`src/rtl/mioc_flop_pkg.sv`:
```
// Shared types and constants for the flop-sequencing controller.
package mioc_flop_pkg;

  typedef enum logic [2:0] {
    S_IDLE,
    S_DRIVE,
    S_SETTLE,
    S_CHECK,
    S_DONE
  } state_t;

  localparam logic OP_SET = 1'b1;
  localparam logic OP_CLR = 1'b0;

  // Idle drive levels for fl_in1..fl_in4
  localparam logic FL1_IDLE = 1'b0;
  localparam logic FL2_IDLE = 1'b1;
  localparam logic FL3_IDLE = 1'b0;
  localparam logic FL4_IDLE = 1'b0;

  // Drive vectors packed as {fl_in4, fl_in3, fl_in2, fl_in1}
  localparam logic [3:0] FL_IDLE = {FL4_IDLE, FL3_IDLE, FL2_IDLE, FL1_IDLE};
  localparam logic [3:0] FL_SET  = {1'b1, FL3_IDLE, FL2_IDLE, FL1_IDLE};
  localparam logic [3:0] FL_CLR  = {FL4_IDLE, 1'b1, 1'b0, 1'b1};

  // Set pulses only the posedge-set pin; clear pulses all three reset pins
  function automatic logic [3:0] fl_drive(input logic op);
    return (op == OP_SET) ? FL_SET : FL_CLR;
  endfunction

endpackage

```
`src/rtl/mioc_rr_arb2.sv`:
```
// Two-requester round-robin arbiter: combinational one-hot grant, registered
// last-grant pointer that only moves when the grant is actually taken.
module mioc_rr_arb2 (
  input  logic       clk,
  input  logic       reset,
  input  logic [1:0] req,
  input  logic       accept,
  output logic [1:0] gnt,
  output logic       last
);

  // A lone request wins outright; on contention the one not granted last wins
  always_comb begin
    gnt = req;
    if (req == 2'b11) gnt = last ? 2'b01 : 2'b10;
  end

  // Reset as if requester 1 went last so requester 0 wins the first tie
  always_ff @(posedge clk) begin
    if (reset)                 last <= 1'b1;
    else if (accept && |gnt)   last <= gnt[1];
  end

endmodule

```
`src/rtl/mioc_flop_seq.sv`:
```
// Flop set/clear sequencer: arbitrates two requesters, pulses the flop drive
// pins for a configured width, waits a settle time, then checks q feedback.
module mioc_flop_seq
  import mioc_flop_pkg::*;
#(
  parameter int PW_W = 4,
  parameter int ST_W = 4
) (
  input  logic            clk,
  input  logic            reset,
  input  logic            req0,
  input  logic            req1,
  input  logic            op0,
  input  logic            op1,
  output logic [1:0]      gnt,
  input  logic [PW_W-1:0] cfg_pw,
  input  logic [ST_W-1:0] cfg_settle,
  input  logic            q_fb,
  output logic            fl_in1,
  output logic            fl_in2,
  output logic            fl_in3,
  output logic            fl_in4,
  output logic            busy,
  output logic            done,
  output logic            err,
  output logic            owner
);

  state_t          state;
  logic            op_q;
  logic [PW_W-1:0] pw_cnt;
  logic [ST_W-1:0] st_cnt;
  logic [3:0]      fl_q;
  logic [1:0]      arb_gnt;
  logic            rr_last_unused;

  mioc_rr_arb2 u_arb (
    .clk    (clk),
    .reset  (reset),
    .req    ({req1, req0}),
    .accept (state == S_IDLE),
    .gnt    (arb_gnt),
    .last   (rr_last_unused)
  );

  assign fl_in1 = fl_q[0];
  assign fl_in2 = fl_q[1];
  assign fl_in3 = fl_q[2];
  assign fl_in4 = fl_q[3];

  // Sequencer FSM; every output is a register updated here
  always_ff @(posedge clk) begin
    if (reset) begin
      state  <= S_IDLE;
      gnt    <= 2'b00;
      done   <= 1'b0;
      err    <= 1'b0;
      busy   <= 1'b0;
      owner  <= 1'b0;
      op_q   <= OP_CLR;
      pw_cnt <= '0;
      st_cnt <= '0;
      fl_q   <= FL_IDLE;
    end else begin
      gnt  <= 2'b00;
      done <= 1'b0;
      case (state)
        S_IDLE: begin
          if (|arb_gnt) begin
            // Latch everything now so later req/cfg changes cannot disturb us
            gnt    <= arb_gnt;
            owner  <= arb_gnt[1];
            op_q   <= arb_gnt[1] ? op1 : op0;
            pw_cnt <= (cfg_pw == '0) ? PW_W'(1) : cfg_pw;
            st_cnt <= cfg_settle;
            fl_q   <= fl_drive(arb_gnt[1] ? op1 : op0);
            busy   <= 1'b1;
            state  <= S_DRIVE;
          end
        end
        S_DRIVE: begin
          if (pw_cnt <= PW_W'(1)) begin
            pw_cnt <= '0;
            fl_q   <= FL_IDLE;
            state  <= (st_cnt == '0) ? S_CHECK : S_SETTLE;
          end else begin
            pw_cnt <= pw_cnt - PW_W'(1);
          end
        end
        S_SETTLE: begin
          if (st_cnt <= ST_W'(1)) begin
            st_cnt <= '0;
            state  <= S_CHECK;
          end else begin
            st_cnt <= st_cnt - ST_W'(1);
          end
        end
        S_CHECK: begin
          err   <= (q_fb != op_q);
          done  <= 1'b1;
          state <= S_DONE;
        end
        S_DONE: begin
          err   <= 1'b0;
          busy  <= 1'b0;
          state <= S_IDLE;
        end
        default: begin
          fl_q  <= FL_IDLE;
          busy  <= 1'b0;
          state <= S_IDLE;
        end
      endcase
    end
  end

endmodule

```
`config.mk`:
```
export PLATFORM = sky130hd
export DESIGN_NAME = mioc_flop_seq
export DESIGN_NICKNAME = d
export VERILOG_FILES = /design/src/rtl/mioc_flop_pkg.sv /design/src/rtl/mioc_rr_arb2.sv /design/src/rtl/mioc_flop_seq.sv
export SDC_FILE = /design/constraint.sdc
export NUM_CORES = 1
export LEC_CHECK = 0
export CAP_MARGIN = 25
export CORE_ASPECT_RATIO = 1.1
export CORE_UTILIZATION = 40
export DETAILED_ROUTE_END_ITERATION = 10
export MAX_ROUTING_LAYER = met4
export PLACE_DENSITY = 0.66
export SETUP_SLACK_MARGIN = 0.15
export SYNTH_ARGS = -nofsm -noshare
export SYNTH_HDL_FRONTEND = slang
export SYNTH_SLANG_ARGS = --single-unit
```
`constraint.sdc`:
```
create_clock -name clk -period 4 [get_ports clk]
set_clock_uncertainty 0.05 [all_clocks]
set_input_delay 0.6 -clock clk [delete_from_list [all_inputs] [get_ports clk]]
set_output_delay 0.6 -clock clk [all_outputs]
set_load 0.01 [all_outputs]
```
# == Word level (Yosys, flattened, before mapping) ==
# Cells that the tools add are included.
# word_totals
register_bits,23
input_bits,15
out_inout_bits,10
wordCells,68
# op_classes
addsub,2
order_cmp,2
n_eq_ne,9
mux,23
bitwise_logic,4
n_reduce_logical,17
# ops
operator,count
4-bit 2-to-1 mux,8
4-bit one-hot mux with 2 select lines,2
3-bit one-hot mux with 4 select lines,1
4-bit one-hot mux with 3 select lines,1
3-bit 2-to-1 mux,3
3-bit OR reduction,3
4-bit by 1-bit <= comparator with 1-bit output (second input constant),2
4-bit zero test,2
2-bit AND reduction,4
4-bit by 1-bit subtractor with 4-bit output (second input constant),2
3-bit by 2-bit == test with 1-bit output (second input constant),2
2-bit != test (second input constant),3
3-bit AND reduction,2
2-bit nonzero test,3
1-bit 2-to-1 mux,4
2-bit 2-to-1 mux,2
1-bit NOT,4
1-bit one-hot mux with 2 select lines,2
3-bit by 1-bit == test with 1-bit output (second input constant),1
3-bit == test (second input constant),1
3-bit zero test,1
2-bit == test (second input constant),1
2-bit OR reduction,1
1-bit logical AND,1
1-bit != test,1

# == Depth between registers and ports, before layout ==
# Gate-level depths: netlist of the first run.
# depth
word_depth,6
depth_mapped,6
depth_no_buf,6

# == Hierarchy ==
# Synthesis of the first run repeated with hierarchy kept, for this count alone.
# unflattened
cells_unflattened,142
area_unflattened_um2,1171.1
# modules_own_cells
module,n_inst,cells_each,area_per_inst_um2,seq_area_each_um2
mioc_flop_seq,1,135,1109.8,420.4
mioc_rr_arb2,1,7,61.3,20.0

# == Worst setup path after synthesis of the first run ==
# Ideal clock, no wire load.
# synth_path
path_type,in2reg
startpoint,in req1
endpoint,reg st_cnt[0]
setup_time_ns,0.086
t_arrival_ns,1.566
t_required_ns,3.864
path_slack_ns,2.298
cell_stages,4
path_buffers,0
path_cell_list,or2_2 o21ai_0 a221oi_1 a211oi_1
# synth_via
elab_chain_len,5
# synth_rtl
item,line,source
start: declaration,mioc_flop_seq.sv:12,"input logic req1,"
2-bit == test,mioc_rr_arb2.sv:15,if (req == 2'b11) gnt = last ? 2'b01 : 2'b10;
2-bit 2-to-1 mux (*),mioc_rr_arb2.sv:15,
2-bit OR reduction (*),mioc_flop_seq.sv:69,if (|arb_gnt) begin
2-bit != test (no source line) (*),n/a,
2-bit AND reduction (no source line) (*),n/a,
end signal: assignment,mioc_flop_seq.sv:75,st_cnt <= cfg_settle;
end signal: assignment,mioc_flop_seq.sv:95,st_cnt <= st_cnt - ST_W'(1);
end: declaration,mioc_flop_seq.sv:32,logic [ST_W-1:0] st_cnt;
# Every way passes the cells marked *; elsewhere a longest branch is shown, timed or not.
# A chain may end at the register's enable or synchronous reset.

# == Worst setup path after layout of the first run ==
# layout_path
startpoint,in req0
endpoint,reg st_cnt[1]
# layout_via
elab_chain_len,5
# layout_rtl
item,line,source
start: declaration,mioc_flop_seq.sv:11,"input logic req0,"
2-bit == test,mioc_rr_arb2.sv:15,
2-bit 2-to-1 mux (*),mioc_rr_arb2.sv:15,
2-bit OR reduction (*),mioc_flop_seq.sv:69,
2-bit != test (no source line) (*),n/a,
2-bit AND reduction (no source line) (*),n/a,
# Marked as above.

==> results of run 1 <==
==> critical path, delay by kind of cell <==
| family | cells | cell delay (ns) |
|---|---|---|
| and+or+nand+nor | 1 | 0.37 |
| AOI/OAI and AO/OA | 3 | 0.85 |
| buffers and inverters | 1 | 0.50 |
==> path summary, 6_finish.rpt <==
| kind | startpoint | to | slack (ns) | cells after the start |
|---|---|---|---|---|
| worst max-delay path | req0 | st_cnt[1] | 1.86 | 5 |
| worst min-delay path | fl_q[3] | fl_q[3] | 0.43 | 2 |
| worst min register to register | fl_q[3] | fl_q[3] | 0.43 | 2 |
| worst max register to register | state[0] | pw_cnt[3] | 2.10 | 4 |
==> power by group <==
group / switching, mW / internal [mW] / leakage (nW)
Clock: 0.0696 / 0.101 / 0.0279
Sequential: 0.0727 / 0.289 / 0.181
Combinational: 0.254 / 0.221 / 0.346
Total: 0.396 / 0.612 / 0.555
==> layout by cell type (no fill, tap or decap), types with 3 or more instances in the layout <==
cell	n
sky130_fd_sc_hd__a21oi_1	14
sky130_fd_sc_hd__clkbuf_4	3
sky130_fd_sc_hd__clkdlybuf4s50_1	24
sky130_fd_sc_hd__dfxtp_1	22
sky130_fd_sc_hd__ha_1	4
sky130_fd_sc_hd__inv_1	8
sky130_fd_sc_hd__nand2_1	9
sky130_fd_sc_hd__nor2_1	12
sky130_fd_sc_hd__nor3_1	8
sky130_fd_sc_hd__o21ai_0	10
sky130_fd_sc_hd__or2_2	3
==> cell families after synthesis <==
group,synth area share (%)
AO/OA/AOI/OAI,28.78
AND/OR/NAND/NOR,21.01
flip-flops,38.51
buffers and inverters,5.689
adder cells (fa/ha/maj),4.377
XOR/XNOR,0.7660
multiplexers,0.8753
==> sequential cells by signal, summed over array words and instances, names as in the netlist <==
| register | count |
|---|---|
| pw_cnt | 4 |
| st_cnt | 4 |
| fl_q | 3 |
| state | 3 |
| gnt | 2 |
| busy | 1 |
| done | 1 |
| err | 1 |
| op_q | 1 |
| owner | 1 |
| u_arb.last | 1 |
==> through the flow <==
step | worst slack (ns) | hold WS, ns | util, % | total power, mW
after floorplan | 2.298 | 0.4143 | - | 0.7022
after global placement | 1.603 | 0.4184 | 53.06 | 0.8279
after detailed placement | 1.552 | 0.4160 | 53.06 | 0.8371
after CTS | 1.879 | 0.4406 | 55.07 | 1.012
after global routing | 1.611 | 0.4699 | 55.07 | 1.102
final | 1.863 | 0.4344 | 55.07 | 1.008
==> area by class of cell <==
cell class / count / area [um2]
multi-input combinational: 102 / 638.1
timing repair buffer: 24 / 240.2
inverter: 8 / 30.03
clock buffer: 3 / 22.52
tap: 31 / 38.79
fill: 255 / 1175
sequential: 22 / 440.4
clock inverter: 1 / 30.03
==> layer usage <==
layer  vias to the layer above  part of all wire, %  wire length [um]
li1                        547                    -                 -
met1                       493                   46              1146
met2                        29                   47              1187
met3                         7                  4.2               104
met4                         0                  2.6                66
met5                         -                    0                 0
==> cells in the mapped netlist, drive strengths merged <==
| cell type | n | area (um2) |
|---|---|---|
| o21ai | 10 | 50.05 |
| o2111a | 1 | 11.26 |
| nand3b | 1 | 7.510 |
| o32ai | 2 | 17.52 |
| o21a | 2 | 15.01 |
| a211oi | 2 | 15.01 |
| nor2 | 12 | 45.04 |
| clkbuf | 6 | 22.52 |
| or3b | 2 | 17.52 |
| a221oi | 2 | 17.52 |
| dfxtp | 22 | 440.4 |
| ha | 4 | 50.05 |
| and3 | 2 | 12.51 |
| o31ai | 1 | 7.510 |
| xor2 | 1 | 8.760 |
| o22ai | 1 | 6.260 |
| a22oi | 1 | 7.510 |
| a31o | 1 | 8.760 |
| o211a | 1 | 10.01 |
| nand2 | 9 | 33.78 |
| a32oi | 1 | 8.760 |
| nand4b | 1 | 8.760 |
| o311ai | 2 | 17.52 |
| o31a | 1 | 8.760 |
| a32o | 1 | 10.01 |
| or3 | 2 | 12.51 |
| nor2b | 1 | 6.260 |
| and2 | 3 | 18.77 |
| a21boi | 2 | 15.01 |
| nor4 | 1 | 6.260 |
| inv | 8 | 30.03 |
| or2 | 3 | 18.77 |
| buf | 2 | 12.51 |
| mux2i | 1 | 10.01 |
| a21o | 2 | 15.01 |
| nor3 | 8 | 40.04 |
| a21oi | 14 | 70.07 |
| o221ai | 1 | 8.760 |
| a2bb2oi | 1 | 8.760 |
| nand2b | 2 | 12.51 |
==> impl_summary.md, run 1 <==
Clock tree
Post-CTS timing repair inserted 0 buffers for setup. The clock drives 22 sinks. CTS placed an instance of sky130_fd_sc_hd__clkbuf_4 at the clock tree root. The post-cts gate resize count is 0. The clock latency on the worst-skew pair is 0.31 ns.

The number of buffers added to fix hold violations after cts is 0. The buffer depth of the longest clock path is 2. The TritonCTS buffer count is 3. The clock tree from TritonCTS is built. Clock-pin slew was measured on the worst setup and hold paths at 0.12 ns. The total number of H-tree levels is 1.

STA
The final-report max-slew violation count came to 0. The measured slew at the worst slew-check pin is 0.6872 ns. The total negative slack is 0 ns. The final-report hold violation count is 0. The clock period minus final worst setup slack is 2.137 ns.

Setup violations remaining at the end of the flow were counted as 0. The highest attainable clock frequency is 468.0 MHz. Setup repair after global routing left no endpoint under its margin. The part of the cycle the worst path needs is 53.42%. In this run the tightest slew margin relative to its limit is 53.84%.

Cells and area
The share of post-route cells with drive strength above 1 is 5.000%. Excluding fillers, the count of instances in the completed layout stands at 191. The post-route cell area is 1440 um2. The post-synthesis to final-layout area growth is 25.93%.

The repair_antennas step left the layout with diodes totalling 0. At the end of the flow, the number of nets in the layout was 180.

Yosys
A synthesized cell averages 8.169 um2. Synthesis inferred 22 register bits. In this run, distinct cell masters in the synthesized netlist total 42. The synthesized cell area is 1144 um2.

Synthesis handed over a netlist of 140 instances. Synthesis produced a netlist with a net count of 159. Sequential elements use 38.51% of the synthesized area. For this run, the number of Yosys warnings is 0.

Global route
The met2 track demand over resource in global routing is 31.83%. The pin count of the biggest net entering global routing is 15. Global routing used 19.69% of the available tracks. The number of antenna violations at the first check in global routing is 0. After global routing the overflow that remains totals 0. The first global-routing pass estimated 4.402 mm of wire.

met2 is the most crowded layer. The met1 track utilization from global routing is 23.27%. The met3 usage in global routing is 2.625%. The number of global-route vias before repair is 1039.

Die
From left edge to right edge, the die measures 52.98 um. The die area is 3077 um2. For this configuration, the core starts out at a cell density of 43.73%. For this design the top-level I/O count stands at 25. Row generation in the floorplan step produced 19 rows. The area of the core region is 2615 um2. The die is 58.08 um tall.

Route
The detailed-route vias per instance is 5.634. The count of TritonRoute iterations in the first routing pass is 4. Dividing the detail-routed wire length by the instance count gives 13.11 um. The routed design has 2.504 mm of wire. In this run the remaining antenna-violating nets after routing total 0.

In the routed design, unresolved DRC markers number 0. The total number of vias is 1076. For this block, the initial DRC count from the detailed router was 22.

Critical path
Walking the worst path, the cells encountered are clkdlybuf4s50_1 > or2_2 > o21ai_0 > a221oi_1 > a211oi_1. For this run, the slowest stage of the critical path takes 0.50 ns. The critical setup path kind is input port to flop. Of all nets on the critical path, the largest fanout is 6. The worst setup path is launched from an input port.

STA puts the critical path data required time at 4.18 ns. The category of the worst setup path capture point is a flop. For the worst setup path, the data arrival time is 2.32 ns. The library cell contributing the largest single delay on the critical path is sky130_fd_sc_hd__clkdlybuf4s50_1.

Placed design
The post-place instance area is 1388 um2. The number of instances in the placed design is 187. At the end of routability-driven placement, the weighted congestion stood at 0.7994. The detailed placer's ending HPWL is 1.845 mm.

The number of buffer cells added on primary ports is 24.

Power
The power per unit of standard cell area is 700.0 nW/um2. The cell leakage power is 0.5548 nW. IR analysis of the VDD net gives a maximum drop of 393.6 uV.

Run
The count of max-cap constraint violations is 0.

Status
The flow ran to the end, and the final reports show no timing, DRC or antenna violations.

Min path
The classification of the worst-slack hold path is flop to flop.
Note: power is estimated with default switching activity, not from simulation.
==> inputs of run 2 (changes only) <==
clock period = 2 ns   (was 4 ns; I/O delays follow)
==> impl_summary.md, run 2 (synthesized netlist as in run 1, its figures left out) <==
Clock tree
The buffer type at the clock tree root is sky130_fd_sc_hd__clkbuf_4. The clock slew seen by the registers of the worst setup and hold paths is 0.12 ns (about the same). The number of buffers added to fix hold violations after cts came to 0 (unchanged). The total number of H-tree levels was 1 (unchanged). The clock latency on the worst-skew pair is 0.31 ns (about the same). The clock tree from TritonCTS is built. The number of sinks driven by the clock tree came to 22 (unchanged).

The TritonCTS buffer count came to 3 (unchanged). The buffer depth of the longest clock path is 2 (unchanged).

Cells and area
The number of nets in the layout was 190 (+5.6%). The largest registers in the layout are pw_cnt (4), st_cnt (4). The library cell used most frequently in the layout, excluding fill and tap cells, is sky130_fd_sc_hd__clkdlybuf4s50_1.

The number of cells in the finished layout apart from fillers is 201 (+5.2%). From synthesis to final layout, the design area changed by 32.93%. The library cells used most frequently in the layout, excluding fill and tap cells, are sky130_fd_sc_hd__clkdlybuf4s50_1 (24), sky130_fd_sc_hd__dfxtp_1 (20), sky130_fd_sc_hd__a21oi_1 (14).

The number of diodes is 0 (unchanged). The filler cell count in the final layout is 253 (-0.78%). The share of post-route cells with drive strength above 1 is 11.76% (+6.8 points).

The share of the core filled with cells in the final layout came to 58.13% (+3.1 points). The post-route cell area is 1520 um2 (+5.6%).

Critical path
The data arrival time of the worst path was 1.91 ns (-0.41 ns). The required time of the critical path is 2.17 ns (-2.01 ns). The largest stage delay on the critical path was 0.36 ns (-0.14 ns). The critical setup path kind is flop to flop. The category of the worst setup path capture point is a flop. STA classifies the critical path startpoint as a flop.

Walking the worst path, the cells encountered are inv_1 > ha_1 > or2_4 > a21o_1 > o31a_1 > o32ai_1. The highest fanout seen on the critical path is 4 (-2). The library cell contributing the largest single delay on the critical path is sky130_fd_sc_hd__dfxtp_2.

Global route
The number of antenna violations at the first check in global routing is 0 (unchanged). The total global routing track utilization was 19.55% (-0.14 points). The number of global-route vias before repair is 1051 (+1.2%).

The wire length of the first global-routing pass was 4.360 mm (-0.95%). The pin count of the biggest net entering global routing is 14 (-1). The total congestion overflow after global routing is 0 (unchanged).

Placed design
The number of buffer cells added on primary ports is 24 (unchanged). The worst setup timing slack at the placement stage is 0.1494 ns (-1.402 ns). The post-place instance area was 1455 um2 (+4.9%). The final weighted congestion of routability-driven global placement is 0.8863 (+11%). The detailed placer's ending HPWL is 1.918 mm (+4.0%).

The number of instances in the placed design is 196 (+4.8%).

STA
The part of the cycle the worst path needs is 86.72%. The final setup violation count is 0 (unchanged). The total negative slack came to 0 ns (unchanged). Setup repair after global routing left no endpoint under its margin.

The clock period minus final worst setup slack is 1.734 ns. The highest attainable clock frequency is 576.6 MHz. The worst max-slew margin expressed relative to the limit is 74.36% (+21 points). The final-report max-slew violation count is 0 (unchanged).

The post-route worst setup slack is 0.2656 ns (-1.597 ns). The measured slew at the worst slew-check pin is 0.3840 ns (-0.3032 ns). The final-report hold violation count is 0 (unchanged). The worst slack on hold paths is 0.4403 ns (+0.005931 ns).

Power
The power per unit of standard cell area is 1408 nW/um2 (+100%). The combinational fraction of design power is 51.2% (+4.1 points). The total power is 2.140 mW (+110%).

The clock share of power is 15.7% (-1.3 points). The net switching power was 0.8089 mW (+100%). The peak supply drop is 814.7 uV (+110%). The switching power share of the total is 37.80% (-1.5 points). The cell leakage power was 0.6044 nW (+8.9%). The sequential cell fraction of total power is 33.0% (-2.9 points).

The internal cell power came to 1.331 mW (+120%).

Die
The horizontal extent of the die is 52.98 um (unchanged). The die height came to 58.08 um (unchanged). The area of the core region is 2615 um2 (unchanged). The standard-cell row count is 19 (unchanged). The initial core utilization came to 43.73% (unchanged). The die area is 3077 um2 (unchanged). The count of pins on the block boundary came to 25 (unchanged).

Min path
The classification of the worst-slack hold path is flop to flop.

Route
The count of TritonRoute iterations in the first routing pass is 4 (unchanged). The DRC violation count after routing is 0 (unchanged). The remaining antenna violation count came to 0 (unchanged). The average wire length per cell after detail routing is 12.90 um (-1.6%). The total number of vias is 1112 (+3.3%). The starting DRC count in detailed routing is 22 (unchanged). The detailed-route vias per instance was 5.532 (-1.8%). The routed wire length is 2.593 mm (+3.6%).

Status
The flow ran to the end, and the final reports show no timing, DRC or antenna violations.

Run
The count of max-cap constraint violations came to 0 (unchanged).
run 2: layout make-up:
cell class / instances / area, um2 / area share (%)
clock buffers: 3 / 22.52 / 1.481
clock inverters: 1 / 30.03 / 1.975
inverters: 8 / 30.03 / 1.975
multi-input cells: 102 / 640.6 / 42.14
flip-flops and latches: 22 / 442.9 / 29.14
well taps: 31 / 38.79 / 2.551
repair buffers: 34 / 315.3 / 20.74
run 2: repair_timing:
| action | CTS | global route |
|---|---|---|
| endpoints found under the setup margin | 0 | 3 |
| gates resized for setup | 0 | 3 |
| buffers inserted | 0 | 1 |
run 2: final timing paths:
| check | start | end | slack, ns | cells after the start |
|---|---|---|---|---|
| setup / recovery | pw_cnt[0] | pw_cnt[3] | 0.27 | 6 |
| hold / removal | fl_q[3] | fl_q[3] | 0.44 | 2 |
| setup reg to reg | pw_cnt[0] | pw_cnt[3] | 0.27 | 6 |
| hold reg to reg | fl_q[3] | fl_q[3] | 0.44 | 2 |
run 2: power groups by stage:
stage               sequential [mW]  clock [mW]  combinational [mW]
CTS                           0.703       0.350                1.08
finish                        0.707       0.337                1.10
global route                  0.736       0.366                1.23
floorplan                     0.687           0               0.717
detailed placement            0.712           0                1.07
global placement              0.706           0                1.04
run 2: routing by layer:
layer | up-vias | GRT usage (%) | share of wire [%]
met3 | 5 | 2.362 | 3.1
met2 | 19 | 32.73 | 48
li1 | 573 | - | -
met1 | 515 | 22.87 | 47
met4 | 0 | 9.023 | 1.8
met5 | - | - | 0
run 2: critical path, delay by kind of cell, from the launching register on:
| family | cells | cell delay [ns] |
|---|---|---|
| compound gates | 3 | 0.68 |
| buf+inv | 1 | 0.05 |
| simple gates | 1 | 0.28 |
| flops | 1 | 0.36 |
| fa+ha+maj | 1 | 0.23 |
==> inputs of run 3 (changes only) <==
SETUP_SLACK_MARGIN = default   (was 0.15)
==> impl_summary.md, run 3 (synthesized netlist as in run 1, its figures left out) <==
Clock tree
The number of sinks driven by the clock tree is 22 (unchanged). The number of buffers added to fix hold violations after cts is 0 (unchanged). The clock latency on the worst-skew pair is 0.31 ns (about the same). The post-cts gate resize count is 0 (unchanged). The clock tree from TritonCTS is built. The TritonCTS buffer count is 3 (unchanged).

The buffer depth of the longest clock path is 2 (unchanged). The total number of H-tree levels was 1 (unchanged). CTS placed an instance of sky130_fd_sc_hd__clkbuf_4 at the clock tree root. The clock slew seen by the registers of the worst setup and hold paths was 0.12 ns (about the same). The number of buffers inserted by post-CTS setup repair is 0 (unchanged).

STA
The highest attainable clock frequency is 543.2 MHz (-5.8%). The final-report hold violation count is 0 (unchanged). The worst max-slew margin expressed relative to the limit is 74.22% (-0.14 points). The total negative slack was 0 ns (unchanged). Setup repair after global routing left no endpoint under its margin. The final setup violation count is 0 (unchanged).

The post-route worst setup slack is 0.1591 ns (-0.1065 ns). The worst slack on hold paths came to 0.4429 ns (+0.002569 ns). The final-report max-slew violation count is 0 (unchanged). The part of the cycle the worst path needs came to 92.05% (+5.3 points). The clock period minus final worst setup slack is 1.841 ns (+0.1065 ns). The measured slew at the worst slew-check pin is 0.3861 ns (+0.002123 ns).

Global route
The total congestion overflow after global routing came to 0 (unchanged). The number of antenna violations at the first check in global routing is 0 (unchanged). The total global routing track utilization is 19.55% (unchanged). The pin count of the biggest net entering global routing is 14 (unchanged). The wire length of the first global-routing pass is 4.360 mm (unchanged). The number of global-route vias before repair came to 1051 (unchanged).

Critical path
The minimum setup slack among reg-to-reg paths was 0.16 ns (-0.11 ns). The number of cells on the worst reg-to-reg path is 6 (unchanged). The data arrival time of the worst path is 2.01 ns (+0.10 ns). The worst setup path is of the flop to flop kind. The worst setup path is captured at a flop. In this run the critical register-to-register path is captured at pw_cnt[3].

The signal on the critical path passes through inv_1 > ha_1 > or2_2 > a21o_1 > o31a_1 > o32ai_1. The library cell contributing the largest single delay on the critical path is sky130_fd_sc_hd__dfxtp_1. The required time of the critical path is 2.17 ns (about the same). The type of element launching the critical path is a flop.

The largest stage delay on the critical path was 0.38 ns (+0.02 ns). The reg-to-reg startpoint is pw_cnt[0]. The highest fanout seen on the critical path is 4 (unchanged).

Among cell families on the critical path, the largest total delay comes from compound AO/OA/AOI/OAI gates. The buffers plus inverters on the worst setup path is 1 (unchanged).

Cells and area
The most common cell after layout, fill and taps aside is sky130_fd_sc_hd__clkdlybuf4s50_1. The post-synthesis to final-layout area growth is 31.84%. The number of nets in the layout is 189 (-0.53%). In the layout the commonest cells are sky130_fd_sc_hd__clkdlybuf4s50_1 (24), sky130_fd_sc_hd__dfxtp_1 (22), sky130_fd_sc_hd__a21oi_1 (14).

The share of the core filled with cells in the final layout came to 57.66% (-0.48 points). The number of diodes came to 0 (unchanged). The filler cell count in the final layout came to 257 (+1.6%). In the final layout, the registers with the most flip-flops are pw_cnt (4), st_cnt (4).

The share of post-route cells with drive strength above 1 is 10.06% (-1.7 points).

Status
The flow ran to the end, and the final reports show no timing, DRC or antenna violations.

Power
The cell leakage power is 0.5981 nW (-1.0%). The power per unit of standard cell area is 1397 nW/um2 (-0.75%). The peak supply drop is 811.2 uV (-0.43%).

Route
The DRC violation count after routing was 0 (unchanged). The count of TritonRoute iterations in the first routing pass is 4 (unchanged). The starting DRC count in detailed routing is 15 (-32%). The total number of vias is 1109 (-0.27%).

The remaining antenna violation count is 0 (unchanged). The average wire length per cell after detail routing is 12.65 um (-2.0%). The detailed-route vias per instance is 5.545 (+0.23%). The routed wire length came to 2.529 mm (-2.5%).

Placed design
The number of buffer cells added on primary ports was 24 (unchanged). The detailed placer's ending HPWL is 1.918 mm (unchanged). The final weighted congestion of routability-driven global placement is 0.8863 (unchanged).

The worst setup timing slack at the placement stage is 0.1494 ns (unchanged).

Die
The initial core utilization is 43.73% (unchanged). The horizontal extent of the die is 52.98 um (unchanged). The die area came to 3077 um2 (unchanged). The count of pins on the block boundary is 25 (unchanged). The area of the core region was 2615 um2 (unchanged). The standard-cell row count is 19 (unchanged). The die height is 58.08 um (unchanged).

Min path
The end of the worst hold path is fl_q[3]. The startpoint identified for the worst hold timing path is fl_q[3]. The classification of the worst-slack hold path is flop to flop. The number of stages on the worst hold path was 2 (unchanged).

Run
The count of max-cap constraint violations was 0 (unchanged).
==> run 3: changes by cell type in the layout (fill, tap and decap cells not counted) <==
cell | previous run | this run
sky130_fd_sc_hd__buf_4 | 10 | 9
sky130_fd_sc_hd__or2_4 | 1 | 0
sky130_fd_sc_hd__dfxtp_2 | 2 | 0
sky130_fd_sc_hd__dfxtp_1 | 20 | 22
sky130_fd_sc_hd__or2_2 | 2 | 3
==> run 3: final cells by class <==
cell class                      instances  area, um2  area share, %
Tap cell                               31      38.79          2.573
Sequential cell                        22      440.4          29.21
Clock inverter                          1      30.03          1.992
Inverter                                8      30.03          1.992
Clock buffer                            3      22.52          1.494
Timing Repair Buffer                   33      307.8          20.41
Multi-Input combinational cell        102      638.1          42.32
==> run 3: tightest hold or removal path, stage by stage, from the launching register on <==
cell	delay [ns]
sky130_fd_sc_hd__dfxtp_1	0.33
sky130_fd_sc_hd__nand2_1	0.05
sky130_fd_sc_hd__o32ai_1	0.07
==> run 3: worst max-delay path by stage <==
stage	end	startpoint	cells after the start	slack [ns]
floorplan	pw_cnt[3]	pw_cnt[0]	6	0.31
global placement	st_cnt[0]	req0	6	0.16
detailed placement	st_cnt[0]	req0	6	0.15
CTS	pw_cnt[3]	pw_cnt[0]	6	0.15
global route	pw_cnt[3]	pw_cnt[0]	6	0.08
finish	pw_cnt[3]	pw_cnt[0]	6	0.16
==> run 3: layer usage <==
layer | track usage, % | share of wire [%] | vias up
met3 | 2.362 | 3.2 | 5
met4 | 9.023 | 1.9 | 0
met5 | - | 0 | -
li1 | - | - | 574
met1 | 22.87 | 47 | 509
met2 | 32.73 | 48 | 21
==> run 3: where the power goes <==
group          total (mW)  switching (mW)  internal [mW]  leakage, nW
clock network       0.335           0.132          0.203       0.0279
logic                1.07           0.540          0.528        0.389
registers           0.703           0.124          0.579        0.181
total                2.11           0.796           1.31        0.598
==> run 3: metrics by stage <==
stage	instance area [um2]	instances	power, mW
final	1508	200	2.106
after floorplan	1144	140	1.404
after global routing	1508	200	2.297
after CTS	1508	200	2.128
after global placement	1455	196	1.748
after detailed placement	1455	196	1.781
